[src/rtl/mem_stage.sv]
// Memory stage of a 5-stage pipeline: issues data-memory requests, stalls until
// the access completes, resolves branch redirects and loads the writeback register.
module mem_stage #(
    parameter int CNT_W = 16
) (
    input  logic             clk,
    input  logic             rst,
    input  logic             valid_M,
    input  logic [31:0]      PC_M,
    input  logic [31:0]      PC_branch_M,
    input  logic [31:0]      imm_M,
    input  logic [31:0]      rs2_rdata_M,
    input  logic [31:0]      alu_result_M,
    input  logic [4:0]       rd_waddr_M,
    input  logic             zero_M,
    input  logic             branch_M,
    input  logic             MemWrite_M,
    input  logic             jal_M,
    input  logic             jalr_M,
    input  logic             rd_wen_M,
    input  logic [1:0]       PMAItoReg_M,
    output logic             dmem_req,
    output logic             dmem_we,
    output logic [31:0]      dmem_addr,
    output logic [31:0]      dmem_wdata,
    input  logic             dmem_gnt,
    input  logic             dmem_rvalid,
    input  logic [31:0]      dmem_rdata,
    output logic             stall_M,
    output logic             pc_sel_M,
    output logic [31:0]      pc_target_M,
    output logic             valid_W,
    output logic             rd_wen_W,
    output logic [4:0]       rd_waddr_W,
    output logic [31:0]      rd_wdata_W,
    output logic [CNT_W-1:0] stall_cnt
);

    typedef enum logic {
        S_IDLE,
        S_RSP
    } state_t;

    state_t r_state;
    state_t w_state_nxt;

    logic             w_is_load;
    logic             w_is_store;
    logic             w_mem_op;
    logic             w_complete;
    logic             w_taken;
    logic             w_advance;
    logic [31:0]      w_wb_data;

    logic             r_valid_W;
    logic             r_rd_wen_W;
    logic [4:0]       r_rd_waddr_W;
    logic [31:0]      r_rd_wdata_W;
    logic [CNT_W-1:0] r_stall_cnt;

    assign w_is_load  = (PMAItoReg_M == 2'b01) & ~MemWrite_M;
    assign w_is_store = MemWrite_M;
    assign w_mem_op   = MemWrite_M | (PMAItoReg_M == 2'b01);

    // Request fields come straight from the EX/M register, which is frozen while
    // stalled, so they stay stable until the grant arrives.
    assign dmem_addr  = alu_result_M;
    assign dmem_wdata = rs2_rdata_M;
    assign dmem_we    = MemWrite_M;

    // Stores finish on the grant; loads finish only on rvalid seen in RSP, so a
    // stray rvalid in IDLE never completes anything.
    assign w_complete = (r_state == S_IDLE & w_is_store & dmem_gnt)
                      | (r_state == S_RSP  & w_is_load  & dmem_rvalid);

    assign stall_M     = valid_M & w_mem_op & ~w_complete;
    assign w_taken     = (branch_M & zero_M) | jal_M | jalr_M;
    assign pc_sel_M    = valid_M & w_taken & ~stall_M;
    assign pc_target_M = jalr_M ? {alu_result_M[31:1], 1'b0} : PC_branch_M;
    assign w_advance   = valid_M & ~stall_M;

    always_comb begin
        // NOTE: every always_comb output gets a default first so no path infers a latch.
        w_state_nxt = r_state;
        dmem_req    = 1'b0;
        case (r_state)
            S_IDLE: begin
                dmem_req = valid_M & w_mem_op;
                if (dmem_req & w_is_load & dmem_gnt)
                    w_state_nxt = S_RSP;
            end
            S_RSP: begin
                if (dmem_rvalid)
                    w_state_nxt = S_IDLE;
            end
            default: w_state_nxt = S_IDLE;
        endcase
    end

    always_comb begin
        w_wb_data = alu_result_M;
        case (PMAItoReg_M)
            2'b00:   w_wb_data = alu_result_M;
            2'b01:   w_wb_data = dmem_rdata;
            2'b10:   w_wb_data = PC_M + 32'd4;
            default: w_wb_data = imm_M;
        endcase
    end

    // NOTE: sequential state uses non-blocking assignments so every register
    // samples pre-edge values regardless of block ordering.
    always_ff @(posedge clk) begin
        if (rst) begin
            r_state      <= S_IDLE;
            r_valid_W    <= 1'b0;
            r_rd_wen_W   <= 1'b0;
            r_rd_waddr_W <= '0;
            r_rd_wdata_W <= '0;
            r_stall_cnt  <= '0;
        end else begin
            r_state    <= w_state_nxt;
            r_valid_W  <= w_advance;
            r_rd_wen_W <= w_advance & rd_wen_M & (rd_waddr_M != 5'd0);
            if (w_advance) begin
                r_rd_waddr_W <= rd_waddr_M;
                r_rd_wdata_W <= w_wb_data;
            end
            if (stall_M && (r_stall_cnt != {CNT_W{1'b1}}))
                r_stall_cnt <= r_stall_cnt + 1'b1;
        end
    end

    assign valid_W    = r_valid_W;
    assign rd_wen_W   = r_rd_wen_W;
    assign rd_waddr_W = r_rd_waddr_W;
    assign rd_wdata_W = r_rd_wdata_W;
    assign stall_cnt  = r_stall_cnt;

endmodule

[config.mk]
export PLATFORM = sky130hd
export DESIGN_NAME = mem_stage
export DESIGN_NICKNAME = d
export VERILOG_FILES = /design/src/rtl/mem_stage.sv
export SDC_FILE = /design/constraint.sdc
export NUM_CORES = 1
export LEC_CHECK = 0
export CAP_MARGIN = 20
export CORE_AREA = 2 2 143 145
export DETAILED_ROUTE_END_ITERATION = 12
export DIE_AREA = 0 0 145 147
export PLACE_DENSITY = 0.65
export SYNTH_ARGS = -nofsm -noshare
export SYNTH_HDL_FRONTEND = slang
export SYNTH_SLANG_ARGS = --single-unit
[constraint.sdc]
create_clock -name clk -period 1.9 [get_ports clk]
set_input_delay 0.285 -clock clk [delete_from_list [all_inputs] [get_ports clk]]
set_output_delay 0.285 -clock clk [all_outputs]
set_load 0.03 [all_outputs]
After elaboration in Yosys (flattened, before gate mapping)

Cells that the tools add are included.

Bitwise logic cells: 23
$add $sub $neg: 2
Reduce and logical (&&, ||, !) cells: 3
Equal/unequal tests: 3
Muxes and demuxes: 6

Operator list:

| operator                                                               | count |
|---|---|
| 32-bit case mux with 3 select lines                                    | 1 |
| 32-bit by 3-bit adder with 32-bit output (second input constant)       | 1 |
| 32-bit two-way mux                                                     | 1 |
| 16-bit by 1-bit adder with 16-bit output (second input constant)       | 1 |
| 16-bit != test (second input constant)                                 | 1 |
| 1-bit AND                                                              | 15 |
| 5-bit nonzero test                                                     | 1 |
| 1-bit NOT                                                              | 4 |
| 1-bit OR                                                               | 4 |
| 1-bit two-way mux                                                      | 3 |
| 2-bit by 1-bit equality test with 1-bit output (second input constant) | 1 |
| 2-bit equality test (second input constant)                            | 1 |
| 2-bit logical NOT                                                      | 1 |
| 1-bit case mux with 2 select lines                                     | 1 |
| 1-bit logical AND                                                      | 1 |

Flip-flop bits (word level): 56
Logic and storage cells: 43
Input port bits: 210
Output and inout bits: 155

Logic depth before layout (Yosys ltp)

Word-level depth: 11
Gate-level depth with buffers: 7
Mapped depth without buffers: 6

Least setup slack after synthesis

Ideal clock, no wire load.

Path type: register to register
Start point: register r_stall_cnt[0] (netlist: stall_cnt[0])
End point: register r_stall_cnt[12] (netlist: stall_cnt[12])
Slack: -0.289 ns
Period minus slack after synthesis: 2.189 ns
Library setup time: 0.121 ns
Required time: 1.779 ns
Data arrival time: 2.068 ns
Buffers on the path: 0
Cell stages (with the launch flop): 7
Cell sequence: dfxtp_1 > ha_1 > nand3_1 > nor2_1 > nor4b_1 > nand4_1 > mux2_2

Cells in the longest elaborated chain, start to end: 2
Elaborated cells on any way between the ends: 3
Those cells by class: 1 x add/sub; 1 x eq/ne; 1 x reduce/logical

RTL lines:

| what                                                                             | line | RTL |
|---|---|---|
| start: declaration                                                               | 59   | `logic [CNT_W-1:0] r_stall_cnt;` |
| start signal: assignment                                                         | 129  | `r_stall_cnt <= r_stall_cnt + 1'b1;` |
| branches (longest 2 deep; another with 16-bit by 1-bit adder with 16-bit output) | --   |  |

Several ways; the timed one is not identified.
A chain may end at the register's enable or synchronous reset.

Worst setup path after layout

Start point: input port alu_result_M[8]
End point: output port pc_target_M[8]

Cells in the longest elaborated chain, start to end: 1

RTL lines:

| what               | line | RTL |
|---|---|---|
| start: declaration | 13   | `input logic [31:0] alu_result_M,` |
| 32-bit two-way mux | 79   | `assign pc_target_M = jalr_M ? {alu_result_M[31:1], 1'b0} : PC_branch_M;` |
| end: declaration   | 31   | `output logic [31:0] pc_target_M,` |

No other way between the ends.

==> flow_metrics.py <==
metrics = {
    "timing": {
        "worst_slew_pin_slew_ns": 0.439,
        "timing.fmax_ghz": 0.538,
        "fin_crit_sh_pct": 97.8,
        "slew_violations": 0,
        "whs_ns": 0.298,
        "rsz0062_at_grt": "yes",
        "skew_ns": 0.0126,
        "hold_viol": 0,
        "slew_headroom_pct": 70.6,
        "setup-violations-final": 0,
        "period_needed_ns": 1.86,
    },
    "setup_path": {
        "start_kind": "input port",
        "end_kind": "primary output",
        "slowest_delay_ns": 0.66,
        "cp_max_fo": 2,
        "critPathKind": "in -> out",
        "startpoint": "alu_result_M[8]",
        "required_ns": 1.62,
        "crit_top_cell": "clkdlybuf4s50_1",
        "r2r-start": "stall_cnt[8]",
        "path_cells": "clkdlybuf4s50_1 > mux2_2 > clkdlybuf4s50_1",
        "worstPathArrival_ns": 1.57,
        "cpMaxStageDelayCell": "clkdlybuf4s50_1",
    },
    "synth": {
        "synth_flop_cell": "dfxtp_1",
        "synth_seq_area_share_pct": 24.4,
        "avgSynthCellArea_um2": 8.43,
        "synth_warnings": 0,
        "synth.distinct_cells": 67,
        "synth_cells": 546,
        "synth_seq_cells": 56,
        "async_flop_share_pct": 0,
        "synth_fp_nets": 758,
        "synth_edf_count": 0,
        "netlist_area_um2": 4600,
    },
    "pwr": {
        "p_sw_mw": 1.32,
        "ir_worst_vdd_mv": 0.360,
        "swShare_pct": 32.5,
        "power_density_nw_per_um2": 480,
        "p_comb_share_pct": 43.0,
        "internal_power_mw": 2.75,
        "p_leak_nw": 3.31,
        "power_frac_clock_pct": 26.0,
        "sequentialPowerShare_pct": 31.0,
    },
    "floorplanning": {
        "start_util_pct": 23.2,
        "ios": 365,
        "die_h_um": 147,
        "std_cell_rows": 52,
        "die_x_um": 145,
        "core_um2": 19800,
        "design.die.area_um2": 21300,
    },
    "min_path": {
        "hp-class": "in -> reg",
        "worstHoldStart": "dmem_rvalid",
    },
    "global_route": {
        "grt_overflow": 0,
        "grt_pass1_vias": 5191,
        "grt_max_degree": 24,
        "antenna_found_initial": 1,
        "grt_use_total_pct": 18.6,
        "grt_pass1_wl_um": 31000,
    },
    "cells_and_area": {
        "drive_above_1_share_pct": 29.2,
        "layout.nets": 1070,
        "syn_to_final_growth_pct": 84.8,
        "nFillCells": 1981,
        "stdcell_area_um2": 8500,
    },
    "routing": {
        "drt_first_pass_iters": 4,
        "via_per_inst": 4.61,
        "post-route-drc-count": 0,
        "wirelength_um": 20700,
        "vias": 5212,
        "drt_first_iter_violations": 207,
        "postRouteAntennaNets": 0,
        "avgRoutedWirePerCell_um": 18.3,
    },
    "cts": {
        "cts_sinks": 56,
        "path_clk_slew_ns": 0.07,
        "cts_tree": "built",
        "htreeDepth": 2,
        "clockBufferDepth": 2,
        "numCtsBuffers": 5,
        "ctsHoldBuffers": 0,
        "clk_latency_ns": 0.30,
        "cts_root_buf": "clkbuf_16",
    },
    "placed_design": {
        "portBuffers": 300,
        "detailed_place_hpwl_um": 17300,
        "place_area_um2": 8110,
        "gp_congestion": 0.839,
    },
    "outcome": {
        "status": "completed",
    },
    "job": {
        "maxCapViolCount": 0,
    },
}
[power by group through the flow]
stage | sequential [mW] | clock (mW) | combinational, mW
2_1_floorplan | 1.41 | 0 | 0.803
3_3_place_gp | 1.29 | 0 | 1.74
6_report | 1.27 | 1.06 | 1.75
5_1_grt | 1.27 | 1.14 | 1.85
4_1_cts | 1.27 | 1.11 | 1.76
3_5_place_dp | 1.29 | 0 | 1.75
[cell type report]
type | instances | area (um2) | area share [%]
clock buffer | 6 | 129 | 1.52
clock inverter | 2 | 35.0 | 0.412
multi-input combinational | 381 | 3000 | 35.3
antenna | 1 | 2.50 | 0.0294
timing repair buffer | 404 | 3820 | 45.0
inverter | 10 | 37.5 | 0.442
tap | 270 | 338 | 3.97
sequential | 56 | 1140 | 13.4
[flip-flops by register name, indices dropped and copies added, names as in the netlist]
name and cells:
valid_W 1, rd_wen_W 1, r_state 1, rd_waddr_W 5, stall_cnt 16, rd_wdata_W 32
[per-layer routing]
layer / track usage (%) / routed length (um) / vias to the layer above
li1: - / - / 2553
met1: 23.6 / 9000 / 2460
met2: 33.2 / 10400 / 184
met3: 3.73 / 1080 / 15
met4: 3.12 / 235 / 0
met5: 0 / 0 / -
[kinds of logic (layout without fill, tap and decap cells)]
kind of cell	Yosys count	count (layout)	synth area share, %
AO/OA/AOI/OAI	110	110	15.9
AND/OR/NAND/NOR	175	175	20.5
multiplexers	71	71	19.3
buffers and inverters	109	422	15.0
flip-flops	56	56	24.4
XOR/XNOR	23	23	4.38
adder cells (fa/ha/maj)	2	2	0.544
other	0	1	0
[layout by cell type, fill, tap and decap left out, types with 5 or more instances in the layout]
| cell type | Yosys | routed |
|---|---|---|
| xnor2_1 | 17 | 17 |
| a211o_1 | 6 | 6 |
| a211oi_1 | 7 | 6 |
| nor2b_1 | 8 | 8 |
| nand3_1 | 14 | 11 |
| a21oi_1 | 38 | 37 |
| nand2_1 | 54 | 53 |
| xor2_1 | 6 | 6 |
| nor2_1 | 30 | 28 |
| o21ai_0 | 12 | 10 |
| buf_12 | 0 | 9 |
| clkdlybuf4s50_1 | 0 | 238 |
| mux2_2 | 50 | 50 |
| dlygate4sd2_1 | 0 | 17 |
| mux2i_1 | 12 | 12 |
| dfxtp_1 | 56 | 46 |
| nand4_1 | 8 | 8 |
| o22ai_1 | 12 | 12 |
| inv_1 | 10 | 10 |
| nor3_1 | 10 | 8 |
| dfxtp_2 | 0 | 9 |
| dlymetal6s2s_1 | 0 | 12 |
| buf_4 | 65 | 119 |
| nor4_4 | 1 | 6 |
| or3_1 | 9 | 8 |
| clkbuf_16 | 0 | 5 |
| mux4_2 | 9 | 9 |
[worst paths after layout]
kind                          to  slack, ns  cells after the start
setup / recovery  pc_target_M[8]       0.04                      3
hold / removal           r_state       0.30                      3
setup reg to reg    stall_cnt[7]       0.08                      6
hold reg to reg   rd_wdata_W[11]       0.45                      2
[per-stage QoR]
stage               util (%)  worst slack (ns)  TNS [ns]  std cells  total power, mW
floorplan                  -            0.0109         0        546             2.21
global placement        40.9            -0.569    -13.93       1116             3.04
detailed placement      40.9            -0.608    -15.88       1116             3.05
CTS                     42.2           -0.0334   -0.0365       1127             4.14
global route            42.8           -0.0574   -0.0858       1129             4.27
finish                  42.8            0.0415         0       1130             4.08
[Yosys cell counts, types with 6 or more instances]
cell type	count	share of area (%)
a21oi_1	38	4.1
nand3_1	14	1.5
o22ai_1	12	1.6
o21ai_0	12	1.3
clkbuf_1	23	1.9
buf_4	65	11
nor2b_1	8	1.1
mux2i_1	12	2.6
nand4_1	8	1.1
inv_1	10	0.82
nor4_1	10	1.4
mux4_2	9	4.4
nor2_1	30	2.4
nor3_1	10	1.1
mux2_2	50	12
nand2_1	54	4.4
a211o_1	6	1.1
xnor2_1	17	3.2
xor2_1	6	1.1
a211oi_1	7	1.1
dfxtp_1	56	24
or3_1	9	1.2
[what timing repair did]
item                       CTS  global route
setup endpoints to repair   20            29
gates resized for setup     38            31
pin swaps                    9             4
setup buffers                3             2
[worst max-delay path, delay by kind of cell]
kind,cells,cell delay [ns]
buffers and inverters,2,1.14
muxes,1,0.15
(Power assumes the default switching activity.)
